--- src/rtl/stage_sequencer.sv ---
// stage_sequencer: top-level game flow controller.
//
// Owns the 4-bit game state seen by the compositor and gameplay logic, plus
// the per-stage resources (keys, hearts, invulnerability, stage-3 darkness).
// State changes are taken only on frame_tick so layers never switch
// mid-frame; gameplay pulses are applied in the cycle they arrive.
//
// Ports:
//   clk, rst      system clock, asynchronous active-high reset
//   frame_tick    one-cycle pulse per video frame
//   btn_enter     one-cycle debounced pulse
//   btn_back      one-cycle debounced pulse
//   key_pickup    one-cycle pulse, key collected
//   player_hit    one-cycle pulse, hazard/boss contact
//   boss_down     one-cycle pulse, boss defeated
//   at_door       level, player overlaps the door
//   state         game state (encoding in the table below)
//   key_find      keys collected this stage, saturates at 3
//   heart         remaining hearts
//   invuln        invulnerability window active
//   isDark        stage-3 darkness phase
//   stage_start   one-cycle pulse when a STAGE state becomes visible
//
// state        | meaning
// -------------+---------------------------------------------
// 0 TITLE      | title screen, enter starts, back shows staff
// 1 STAFF      | staff credits, enter/back return to title
// 2 STAGE1     | first stage, keys + door to clear
// 3 SUCCESS1   | stage 1 cleared screen, auto-advances
// 4 STAGE2     | second stage, keys + door to clear
// 5 SUCCESS2   | stage 2 cleared screen, auto-advances
// 6 STAGE3     | boss stage with darkness phases
// 7 SUCCESS3   | game cleared, enter returns to title
// 8 FAIL       | out of hearts, enter returns to title
`timescale 1ns/1ps
module stage_sequencer #(
    parameter int unsigned SUCCESS_FRAMES = 180,
    parameter int unsigned INVULN_FRAMES  = 60,
    parameter int unsigned HEARTS         = 3,
    parameter int unsigned DARK_PERIOD    = 120
) (
    input  logic       clk,
    input  logic       rst,
    input  logic       frame_tick,
    input  logic       btn_enter,
    input  logic       btn_back,
    input  logic       key_pickup,
    input  logic       player_hit,
    input  logic       boss_down,
    input  logic       at_door,
    output logic [3:0] state,
    output logic [1:0] key_find,
    output logic [1:0] heart,
    output logic       invuln,
    output logic       isDark,
    output logic       stage_start
);
    typedef enum logic [3:0] {
        ST_TITLE    = 4'd0,
        ST_STAFF    = 4'd1,
        ST_STAGE1   = 4'd2,
        ST_SUCCESS1 = 4'd3,
        ST_STAGE2   = 4'd4,
        ST_SUCCESS2 = 4'd5,
        ST_STAGE3   = 4'd6,
        ST_SUCCESS3 = 4'd7,
        ST_FAIL     = 4'd8
    } state_t;

    localparam int unsigned FRAME_MAX = (SUCCESS_FRAMES > DARK_PERIOD) ? SUCCESS_FRAMES : DARK_PERIOD;
    localparam int unsigned FRAME_W   = $clog2(FRAME_MAX + 1);
    localparam int unsigned INV_W     = $clog2(INVULN_FRAMES + 1);
    localparam logic [FRAME_W-1:0] SUCCESS_LAST = FRAME_W'(SUCCESS_FRAMES - 1);
    localparam logic [FRAME_W-1:0] DARK_LAST    = FRAME_W'(DARK_PERIOD - 1);
    localparam logic [INV_W-1:0]   INV_LOAD     = INV_W'(INVULN_FRAMES);
    localparam logic [1:0]         HEART_INIT   = 2'(HEARTS);

    state_t             state_q, state_d;
    logic [1:0]         key_q, key_d;
    logic [1:0]         heart_q, heart_d;
    logic [INV_W-1:0]   inv_cnt_q, inv_cnt_d;
    logic [FRAME_W-1:0] frame_q, frame_d;
    logic               invuln_q, invuln_d;
    logic               dark_q, dark_d;
    logic               start_q, start_d;
    logic               enter_q, enter_d;
    logic               back_q, back_d;
    logic               boss_q, boss_d;
    logic               enter_now, back_now, boss_now;
    logic               in_stage, changing, entering;

    function automatic logic is_stage(input state_t s);
        return (s == ST_STAGE1) || (s == ST_STAGE2) || (s == ST_STAGE3);
    endfunction

    always_comb begin
        // A pulse coinciding with frame_tick counts for that tick.
        enter_now = enter_q | btn_enter;
        back_now  = back_q  | btn_back;
        boss_now  = boss_q  | boss_down;
        in_stage  = is_stage(state_q);

        state_d = state_q;
        if (frame_tick) begin
            case (state_q)
                ST_TITLE: begin
                    if (enter_now)     state_d = ST_STAGE1;
                    else if (back_now) state_d = ST_STAFF;
                end
                ST_STAFF: begin
                    if (enter_now || back_now) state_d = ST_TITLE;
                end
                ST_STAGE1: begin
                    if (heart_q == 2'd0)                   state_d = ST_FAIL;
                    else if (key_q == 2'd3 && at_door)     state_d = ST_SUCCESS1;
                end
                ST_STAGE2: begin
                    if (heart_q == 2'd0)                   state_d = ST_FAIL;
                    else if (key_q == 2'd3 && at_door)     state_d = ST_SUCCESS2;
                end
                ST_STAGE3: begin
                    if (heart_q == 2'd0) state_d = ST_FAIL;
                    else if (boss_now)   state_d = ST_SUCCESS3;
                end
                ST_SUCCESS1: begin
                    if (enter_now || frame_q == SUCCESS_LAST) state_d = ST_STAGE2;
                end
                ST_SUCCESS2: begin
                    if (enter_now || frame_q == SUCCESS_LAST) state_d = ST_STAGE3;
                end
                ST_SUCCESS3, ST_FAIL: begin
                    if (enter_now) state_d = ST_TITLE;
                end
                default: state_d = ST_TITLE;
            endcase
        end
        changing = (state_d != state_q);
        entering = changing && is_stage(state_d);

        enter_d = frame_tick ? 1'b0 : enter_now;
        back_d  = frame_tick ? 1'b0 : back_now;
        boss_d  = frame_tick ? 1'b0 : boss_now;

        key_d = key_q;
        if (in_stage && key_pickup && key_q != 2'd3) key_d = key_q + 2'd1;

        heart_d   = heart_q;
        inv_cnt_d = inv_cnt_q;
        if (frame_tick && inv_cnt_q != '0) inv_cnt_d = inv_cnt_q - INV_W'(1);
        // A fresh hit reloads the window even on a tick cycle.
        if (in_stage && player_hit && inv_cnt_q == '0 && heart_q != 2'd0) begin
            heart_d   = heart_q - 2'd1;
            inv_cnt_d = INV_LOAD;
        end

        frame_d = frame_q;
        dark_d  = dark_q;
        if (frame_tick && (state_q == ST_SUCCESS1 || state_q == ST_SUCCESS2 || state_q == ST_STAGE3)) begin
            if (state_q == ST_STAGE3 && frame_q == DARK_LAST) begin
                frame_d = '0;
                dark_d  = ~dark_q;
            end else begin
                frame_d = frame_q + FRAME_W'(1);
            end
        end

        // Any state change (entering or leaving a stage) resets the timers.
        if (changing) begin
            frame_d   = '0;
            inv_cnt_d = '0;
        end
        if (entering) begin
            key_d  = '0;
            dark_d = 1'b0;
        end
        if (entering && state_d == ST_STAGE1) heart_d = HEART_INIT;
        if (state_d != ST_STAGE3) dark_d = 1'b0;

        invuln_d = (inv_cnt_d != '0);
        start_d  = entering;
    end

    always_ff @(posedge clk or posedge rst) begin
        if (rst) begin
            state_q   <= ST_TITLE;
            key_q     <= '0;
            heart_q   <= HEART_INIT;
            inv_cnt_q <= '0;
            frame_q   <= '0;
            invuln_q  <= 1'b0;
            dark_q    <= 1'b0;
            start_q   <= 1'b0;
            enter_q   <= 1'b0;
            back_q    <= 1'b0;
            boss_q    <= 1'b0;
        end else begin
            state_q   <= state_d;
            key_q     <= key_d;
            heart_q   <= heart_d;
            inv_cnt_q <= inv_cnt_d;
            frame_q   <= frame_d;
            invuln_q  <= invuln_d;
            dark_q    <= dark_d;
            start_q   <= start_d;
            enter_q   <= enter_d;
            back_q    <= back_d;
            boss_q    <= boss_d;
        end
    end

    assign state       = state_q;
    assign key_find    = key_q;
    assign heart       = heart_q;
    assign invuln      = invuln_q;
    assign isDark      = dark_q;
    assign stage_start = start_q;
endmodule

--- config.mk ---
export PLATFORM = sky130hd
export DESIGN_NAME = stage_sequencer
export DESIGN_NICKNAME = d
export VERILOG_FILES = /design/src/rtl/stage_sequencer.sv
export SDC_FILE = /design/constraint.sdc
export NUM_CORES = 1
export LEC_CHECK = 0
export ABC_AREA = 1
export CORE_ASPECT_RATIO = 2
export CORE_UTILIZATION = 51
export CTS_CLUSTER_SIZE = 30
export DETAILED_ROUTE_END_ITERATION = 10
export HOLD_SLACK_MARGIN = 0.08
export PLACE_DENSITY = 0.76
export SETUP_SLACK_MARGIN = 0.02
export SYNTH_ARGS = -nofsm -noshare
export SYNTH_HDL_FRONTEND = slang
export SYNTH_SLANG_ARGS = --single-unit
--- constraint.sdc ---
create_clock -name clk -period 1.9 [get_ports clk]
set_input_delay 0.38 -clock clk [delete_from_list [all_inputs] [get_ports clk]]
set_output_delay 0.38 -clock clk [all_outputs]
set_load 0.02 [all_outputs]
* After elaboration in Yosys (flattened, before gate mapping)
Index checks and enable logic that the tools add are counted.
Widths: inputs -> output; s select.
** Cells by class
- Bitwise operators :: 4
- Muxes and demuxes :: 31
- Add/subtract/negate cells :: 4
- Reductions and logical operators :: 32
- Equal/unequal tests :: 17
** Operators with widths (number)
- $mux 4 :: 13
- $pmux 4 s8 :: 1
- $eq 4x3->1 const B :: 6
- $mux 8 :: 3
- $mux 6 :: 3
- $eq 4x2->1 const B :: 3
- $reduce_bool 6->1 :: 2
- $logic_and 1x1->1 :: 11
- $add 8x1->8 const B :: 1
- $eq 8x7->1 const B :: 1
- $eq 8x8->1 const B :: 1
- $logic_or 1x1->1 :: 8
- $mux 2 :: 4
- $reduce_bool 2->1 :: 4
- $mux 1 :: 7
- $logic_not 6->1 :: 1
- $reduce_bool 3->1 :: 2
- $sub 6x1->6 const B :: 1
- $eq 4x1->1 const B :: 1
- $eq 4x4->1 const B :: 1
- $logic_not 4->1 :: 1
- $ne 4x3->1 const B :: 1
- $ne 4x4->1 :: 1
- $or 1x1->1 :: 3
- 8 further kinds :: 8
** Word-level totals
- Input bits :: 9
- Logic and storage cells :: 99
- Output and inout bits :: 11
- Register bits after elaboration :: 28

* Logic depth before layout (Yosys ltp)
Gate-level depths: netlist (run 1).
- Depth in word-level cells :: 12
- Gate-level depth with buffers :: 16
- Depth with buffers taken out :: 14

* Least setup slack after synthesis (run 1)
No wires, ideal clock.
- Path type :: register to register
- Start :: register heart_q[0] (netlist: heart[0])
- End :: register invuln_q (netlist: invuln)
- Setup time :: 0.130 ns
- Clock period less this slack :: 1.938 ns
- Data arrival time :: 1.808 ns
- Required time :: 1.770 ns
- Path buffers :: 0
- Path slack :: -0.038 ns
- Stages on the path, launching flop included :: 11
- Cell sequence :: dfstp_2 inv_1 ha_1 inv_1 nand2_1 nor2_1 nand2_1 inv_1 nor2_1 o211ai_1 nand3_1
** On the way
- Longest elaborated chain between the ends :: 7
- Elaborated cells between the ends (all ways) :: 12
- Those cells by class :: 1 x eq/ne; 7 x mux; 4 x reduce/logical
** Ends and longest elaborated chain
- start: declaration :: line 80 : logic [1:0] heart_q, heart_d;
- start signal: assignment :: line 199 : heart_q <= heart_d;
- $logic_not 2->1 :: line 114, 118, 122
- $mux 4 (on tied branches) :: line 122, 114, 118
- $pmux 4 s8 :: line 105 : case (state_q)
- $mux 4 :: line 104 : if (frame_tick) begin
- $ne 4x4->1 :: line 137 : changing = (state_d != state_q);
- $mux 6 (*) :: line 168 : if (changing) begin
- $reduce_bool 6->1 (*) :: line 179 : invuln_d = (inv_cnt_d != '0);
- via invuln_d :: line 83 : logic invuln_q, invuln_d;
- end signal: assignment :: line 202 : invuln_q <= invuln_d;
- end: declaration :: line 83
The timed path passes the listed nets; every way through them passes the cells marked *.
A chain may end at the register's enable or synchronous reset.

* Worst setup path in the final report (run 1)
- Start :: input port frame_tick
- End :: register key_q[1] (netlist: key_find[1])
** On the way
- Longest elaborated chain between the ends :: 6
- Elaborated cells between the ends (all ways) :: 10
- Those cells by class :: 4 x eq/ne; 2 x mux; 4 x reduce/logical
** Ends and longest elaborated chain
- start: declaration :: line 44 : input logic frame_tick,
- $mux 4 (*) :: line 104
- via state_d[3] :: line 78 : state_t state_q, state_d;
- $eq 4x2->1 or $eq 4x3->1 (tied branches) :: line 93 : return (s == ST_STAGE1) || (s == ST_STAGE2) || (s == ST_STAGE3);
- $logic_or 1x1->1 (2 in series) :: line 93
- $logic_and 1x1->1 (*) :: line 138 : entering = changing && is_stage(state_d);
- $mux 2 or $reduce_bool 2->1 (tied branches)
- end signal: assignment :: line 198 : key_q <= key_d;
- end: declaration :: line 79 : logic [1:0] key_q, key_d;
Marked as above.

==> reports/qor.csv, run 1 <==
stage,metric,value,unit
outcome,outcome,finished with violations,
outcome,violations,negative setup slack,
die,start_util,54.6,%
clocking,clk_path_buf_depth,2,
clocking,htree_levels,1,
pwr,power.clock.fraction,8.8,%
critical_path,rr_startpoint,state[3]$_DFF_PP0_,
cells_and_area,fill_cells,148,
cells_and_area,drive_above_1_share,47.3,%
pwr,seqPwrFrac,20.2,%
critical_path,crit_fanout,5,
global_routing,grt_pass1_vias,2221,
detailed_routing,via_per_inst,5.68,
flow_run,maxCapViolCount,0,
die,dieWidth,45.0,µm
sta,finalSetupTns,-2.73,ns
die,dieHeight,88.0,µm
clocking,worstSkewPairLatency,0.28,ns
detailed_routing,drcViolationCount,0,
clocking,cts_tree,yes,
global_routing,grt_max_degree,29,
worst_hold_path,hold_class,in -> async,
clocking,postCtsHoldBufs,0,
global_routing,overflow,0,
critical_path,path_buf_inv,3,
die,die-area,0.00396,mm²
sta,layout_min_cycle_time,2.17,ns
yosys,async_flop_share,100,%
critical_path,critical_path_required,2.10,ns
yosys,synthCells,249,
critical_path,crit_cells,9,
global_routing,grt_first_pass_wirelength,10300,µm
detailed_routing,vias,2266,
critical_path,crit_family,buffers and inverters,
sta,fin_crit_sh,114,%
sta,setup_viol,22,
pwr,switching_power,2.02,mW
cells_and_area,area.growth.synth_to_final,66.7,%
pwr,switching_share,46.1,%
yosys,ys_seq_area_share,37.3,%
detailed_routing,first_pass_iters,4,
yosys,yosysTopAreaCell,dfrtp_1,
detailed_routing,routed_wl,7230,µm
sta,drv_slew,0,
pwr,cellInternalPower,2.36,mW
placement,io_buffers,19,
global_routing,antenna_found_initial,0,
detailed_routing,drt_iter0_markers,131,
sta,worstMarginPinSlew,0.531,ns
pwr,vdd_ir_drop_max,1.36,mV
critical_path,cp_cell_sequence,"clkdlybuf4s50_1, nand2_1, nor2_1, inv_1, o211ai_1, inv_1, nand3_2, nand2_1, a21boi_0",
pwr,combPwrFrac,71.0,%
pwr,p_leak,1.55,nW
yosys,synth.top_cells.by_area,"dfrtp_1 35%, nand2_1 11%, nand3_1 5.8%",
critical_path,crit_path_max_incr_delay,0.64,ns
yosys,synth_seq_cells,28,
clocking,clk_pin_slew_worst_paths,0.10,ns
pwr,finalPower,4.38,mW
sta,hold_viol_final,0,
die,ios,20,
yosys,synth_enable_flop_cells,0,
sta,finClkSkew,0.00528,ns
detailed_routing,ant_nets,0,
die,core_area,0.00345,mm²
critical_path,cp-end-kind,flip-flop,
die,rows,30,
yosys,syn-cell-area,0.00188,mm²
yosys,synth_nets,263,
clocking,clock-root-buffer,clkbuf_8,
critical_path,rrSetupSlack,-0.22,ns
critical_path,worstPathArrival,2.37,ns
placement,hpwlAfterDp,4300,µm
detailed_routing,wl_per_cell,18.1,µm
yosys,syn_area_per_cell,7.57,µm²
yosys,yosysWarnings,0,
pwr,power_density,1400,mW/mm²
yosys,synth_top_area_share,34.5,%
clocking,cts_sinks,28,
yosys,yosys.cell_count.top_type,nand2_1,
yosys,synth_cell_type_count,33,
cells_and_area,layout.nets,366,
sta,max_slew_margin,64.5,%
sta,grt_setup_unrepaired,true,
sta,max_freq,461,MHz
placement,gp_congestion,0.953,
yosys,synthFlopType,dfrtp_1,
clocking,cts-buffers-inserted,3,
critical_path,critPathKind,in -> reg,
critical_path,crit_slowest_cell,clkdlybuf4s50_1,
critical_path,reg2reg_depth,11,
critical_path,r2r_end,key_find[1]$_DFFE_PP0P_,
global_routing,grt_usage,35.4,%
critical_path,start_kind,primary input,
cells_and_area,antennaDiodeCount,0,
sta,worst_slack,-0.270,ns
yosys,yosys-top-cells-count,"56 x nand2_1, 29 x nor2_1, 26 x dfrtp_1",
## layout make-up
| class | count | area [µm²] | share of cell area (%) |
|---|---|---|---|
| clock buffer | 4 | 55.1 | 1.75 |
| inverter | 34 | 139 | 4.42 |
| multi-input combinational | 182 | 1310 | 41.8 |
| sequential | 28 | 707 | 22.5 |
| tap | 48 | 60.1 | 1.91 |
| timing repair buffer | 103 | 866 | 27.6 |
## cell families after synthesis
logic type               Yosys count  share of synthesized area (%)
XOR/XNOR                           9                           4.18
adder cells (fa/ha/maj)            5                           3.32
AO/OA/AOI/OAI                     28                           10.8
buffers and inverters             39                           8.63
AND/OR/NAND/NOR                  139                           35.2
multiplexers                       1                          0.598
flip-flops                        28                           37.3
## worst max path at each step
stage	start	endpoint
final	frame_tick	key_find[1]$_DFFE_PP0P_
after global routing	frame_q[0]$_DFFE_PP0P_	key_find[1]$_DFFE_PP0P_
after CTS	frame_q[0]$_DFFE_PP0P_	heart[0]$_DFFE_PP1P_
after detailed placement	btn_enter	key_find[1]$_DFFE_PP0P_
after global placement	btn_enter	inv_cnt_q[2]$_DFF_PP0_
after floorplan	state[0]$_DFF_PP0_	inv_cnt_q[3]$_DFF_PP0_
## per-layer routing
layer	wire [µm]	GRT usage (%)	up-vias
met5	0	0	-
met4	493	19.8	0
met3	259	5.98	51
met2	3890	61.9	110
met1	2590	38.4	1079
li1	-	-	1026
## cell usage in the layout (no fill, tap or decap), types with 6 or more instances in the layout
master / instances
inv_1: 20
inv_2: 11
nand2_2: 13
nor2_1: 24
nand4_1: 10
xor2_1: 7
dfrtp_1: 23
nand3_1: 15
nand3_2: 6
nor2_4: 9
nand2_1: 43
clkdlybuf4s50_1: 13
buf_4: 77
## tightest hold or removal path: stages
cell and delay [ns]:
clkdlybuf4s50_1 0.40, inv_1 0.05, buf_4 0.34
## power groups by stage
stage	clock [mW]	sequential, mW	combinational, mW
2_1_floorplan	0	0.942	1.16
3_3_place_gp	0	0.858	2.28
3_5_place_dp	0	0.865	2.35
4_1_cts	0.378	0.862	2.62
5_1_grt	0.415	0.894	3.31
6_report	0.387	0.885	3.11
## state kept, by name, indices dropped and copies added (netlist names)
signal / cells
key_find: 2
heart: 2
stage_start: 1
invuln: 1
isDark: 1
frame_q: 8
enter_q: 1
boss_q: 1
inv_cnt_q: 6
back_q: 1
state: 4
## metrics by stage
step	cell area [µm²]	setup WS (ns)	hold slack, ns	instances	util (%)
4_1_cts	2870	-0.0577	0.483	388	83.1
2_1_floorplan	1900	0.0225	0.444	249	-
5_1_grt	3140	-0.307	0.499	399	90.9
3_3_place_gp	2640	-0.374	0.520	378	76.4
3_5_place_dp	2640	-0.431	0.546	378	76.4
6_report	3140	-0.270	0.469	399	90.9
## repair_timing
item / CTS / global route
resized for setup: 36 / 44
setup buffers: 5 / 11
pin swaps: 19 / 23
cloned: 1 / 0
setup endpoints to repair: 27 / 24
No activity file was read; power rests on OpenSTA's default activity.
==> run 2, diff against run 1 <==
--- a/config.mk
+++ b/config.mk
@@ -6,12 +6,12 @@
 export NUM_CORES = 1
 export LEC_CHECK = 0
 export ABC_AREA = 1
+export CAP_MARGIN = 20
 export CORE_ASPECT_RATIO = 2
-export CORE_UTILIZATION = 51
+export CORE_UTILIZATION = 35
 export CTS_CLUSTER_SIZE = 30
 export DETAILED_ROUTE_END_ITERATION = 10
 export HOLD_SLACK_MARGIN = 0.08
-export PLACE_DENSITY = 0.76
 export SETUP_SLACK_MARGIN = 0.02
 export SYNTH_ARGS = -nofsm -noshare
 export SYNTH_HDL_FRONTEND = slang
==> reports/qor.csv, run 2 (same netlist as run 1, synthesis figures left out) <==
stage,metric,value,unit,change
outcome,outcome,finished with violations,,
outcome,violations,negative setup slack,,
sta,drv_slew,0,,unchanged
clocking,worstSkewPairLatency,0.28,ns,about the same
die,dieHeight,106,µm,+20%
pwr,power_density,1400,mW/mm²,+0.32%
cells_and_area,final_cell_mix,"72 x buf_4, 48 x nand2_1, 24 x nor2_1",,
pwr,p_leak,1.43,nW,-8.1%
pwr,switching_power,1.80,mW,-11%
critical_path,rr_startpoint,heart[1]$_DFFE_PP1P_,,
global_routing,antenna_found_initial,0,,unchanged
global_routing,grt_max_degree,29,,unchanged
pwr,seqPwrFrac,20.7,%,+0.5 points
die,rows,37,,+23%
pwr,power.clock.fraction,11.6,%,+2.8 points
detailed_routing,ant_nets,0,,unchanged
pwr,finalPower,4.14,mW,-5.5%
sta,finClkSkew,0.00916,ns,+0.00387 ns
detailed_routing,drcViolationCount,0,,unchanged
cells_and_area,top_register,frame_q,,
cells_and_area,area.growth.synth_to_final,57.0,%,
sta,fin_crit_sh,105,%,-8.9 points
clocking,cts_tree,yes,,
global_routing,overflow,0,,unchanged
global_routing,grt_usage,22.2,%,-13 points
critical_path,worstPathArrival,2.21,ns,-0.16 ns
cells_and_area,post-route-util,57.6,%,-33 points
critical_path,critPathKind,reg -> reg,,
detailed_routing,wl_per_cell,13.9,µm,-23%
placement,hpwlAfterDp,4380,µm,+1.8%
critical_path,rrSetupSlack,-0.10,ns,+0.12 ns
cells_and_area,stdcell_count,400,,+0.25%
critical_path,start_kind,flip-flop,,
sta,finalSetupTns,-1.17,ns,+1.56 ns
worst_hold_path,hold_class,in -> async,,
flow_run,maxCapViolCount,0,,unchanged
cells_and_area,layout.nets,357,,-2.5%
clocking,clk_path_buf_depth,2,,unchanged
detailed_routing,routed_wl,5560,µm,-23%
sta,max_slew_margin,74.9,%,+10 points
detailed_routing,first_pass_iters,5,,+1
pwr,switching_share,43.5,%,-2.7 points
die,start_util,36.7,%,-18 points
sta,max_freq,500,MHz,+8.5%
die,die-area,0.00570,mm²,+44%
critical_path,critical_path_required,2.11,ns,about the same
clocking,clock-root-buffer,clkbuf_8,,
sta,hold_viol_final,0,,unchanged
detailed_routing,via_per_inst,5.07,,-11%
placement,place_inst,385,,+1.9%
sta,worst_slack,-0.100,ns,+0.170 ns
cells_and_area,final_common_cell,buf_4,,
pwr,combPwrFrac,67.7,%,-3.3 points
die,dieWidth,53.9,µm,+20%
placement,gp_congestion,0.922,,-3.3%
global_routing,grt_first_pass_wirelength,9380,µm,-8.8%
clocking,postCtsHoldBufs,0,,unchanged
detailed_routing,drt_iter0_markers,25,,-81%
sta,layout_min_cycle_time,2.00,ns,-0.170 ns
die,ios,20,,unchanged
clocking,cts-buffers-inserted,3,,unchanged
pwr,vdd_ir_drop_max,0.728,mV,-47%
placement,io_buffers,19,,unchanged
clocking,cts_sinks,28,,unchanged
global_routing,grt_pass1_vias,2150,,-3.2%
die,core_area,0.00514,mm²,+49%
cells_and_area,antennaDiodeCount,0,,unchanged
sta,grt_setup_unrepaired,true,,
sta,setup_viol,19,,-14%
clocking,clk_pin_slew_worst_paths,0.10,ns,about the same
sta,worstMarginPinSlew,0.377,ns,-0.154 ns
clocking,htree_levels,1,,unchanged
pwr,cellInternalPower,2.34,mW,-0.84%
cells_and_area,drive_above_1_share,43.0,%,-4.3 points
critical_path,crit_fanout,6,,+1
critical_path,cp-end-kind,flip-flop,,
detailed_routing,vias,2026,,-11%
cells_and_area,largest_reg_flops,8,,unchanged
critical_path,crit_start,heart[1]$_DFFE_PP1P_,,
placement,pre_cts_slack,-0.423,ns,+0.00799 ns
==> run 2: changes by cell type in the layout (fill, tap and decap cells not counted), moves of 4 or more <==
| cell | before | now |
|---|---|---|
| nand2_2 | 13 | 7 |
| buf_4 | 77 | 72 |
| nand2_1 | 43 | 48 |
| dlygate4sd2_1 | 2 | 6 |
| dlymetal6s2s_1 | 4 | 0 |
| nor2_2 | 2 | 6 |
| nor2_4 | 9 | 5 |
==> run 2: final timing paths <==
check / to / depth (start not counted)
max: inv_cnt_q[5]$_DFF_PP0_ / 13
min: frame_q[3]$_DFFE_PP0P_ / 3
max reg2reg: inv_cnt_q[5]$_DFF_PP0_ / 13
min reg2reg: frame_q[5]$_DFFE_PP0P_ / 2
max in group asynchronous: heart[1]$_DFFE_PP1P_ / 3
min in group clk: enter_q$_DFF_PP0_ / 3
==> run 2: timing repair <==
action,4_1_cts,5_1_grt
setup endpoints to repair,28,22
resized for setup,44,14
setup buffers,5,6
pin swaps,18,17
==> run 2: layer usage <==
metal	routed length, µm	GRT usage [%]	vias to the layer above
met5	0	0	-
met4	202	10.2	0
met3	113	1.73	17
met2	3270	41.9	38
met1	1970	22.3	965
li1	-	-	1006
==> run 2: power groups by stage <==
stage | Combinational [mW] | Clock, mW | Sequential [mW]
floorplan | 1.16 | 0 | 0.942
global placement | 2.38 | 0 | 0.855
detailed placement | 2.41 | 0 | 0.854
CTS | 2.66 | 0.492 | 0.853
global route | 3.06 | 0.509 | 0.871
finish | 2.80 | 0.481 | 0.857
==> run 2: layout make-up <==
type                       count  area, µm²
timing repair buffer          94        766
clock buffer                   3       41.3
multi-input combinational    182       1210
fill                         495       2180
tap                           58       72.6
sequential                    28        707
clock inverter                 1       30.0
inverter                      34        130
==> run 2: stage by stage <==
step                hold WS (ns)  instance area (µm²)
floorplan                  0.444                 1900
global placement           0.495                 2620
detailed placement         0.494                 2620
CTS                        0.462                 2850
global route               0.500                 2960
finish                     0.451                 2960
==> run 2: worst max-delay path, stage by stage, from the launching register on <==
cell and delay (ns):
dfstp_2 0.55, inv_2 0.04, ha_4 0.16, inv_4 0.07, nand4_1 0.13, nand2_1 0.12, buf_4 0.11, nor2_2 0.03
nand4_1 0.09, nand2_2 0.08, nor2_4 0.16, nand2_4 0.09, buf_12 0.15, a31oi_4 0.13
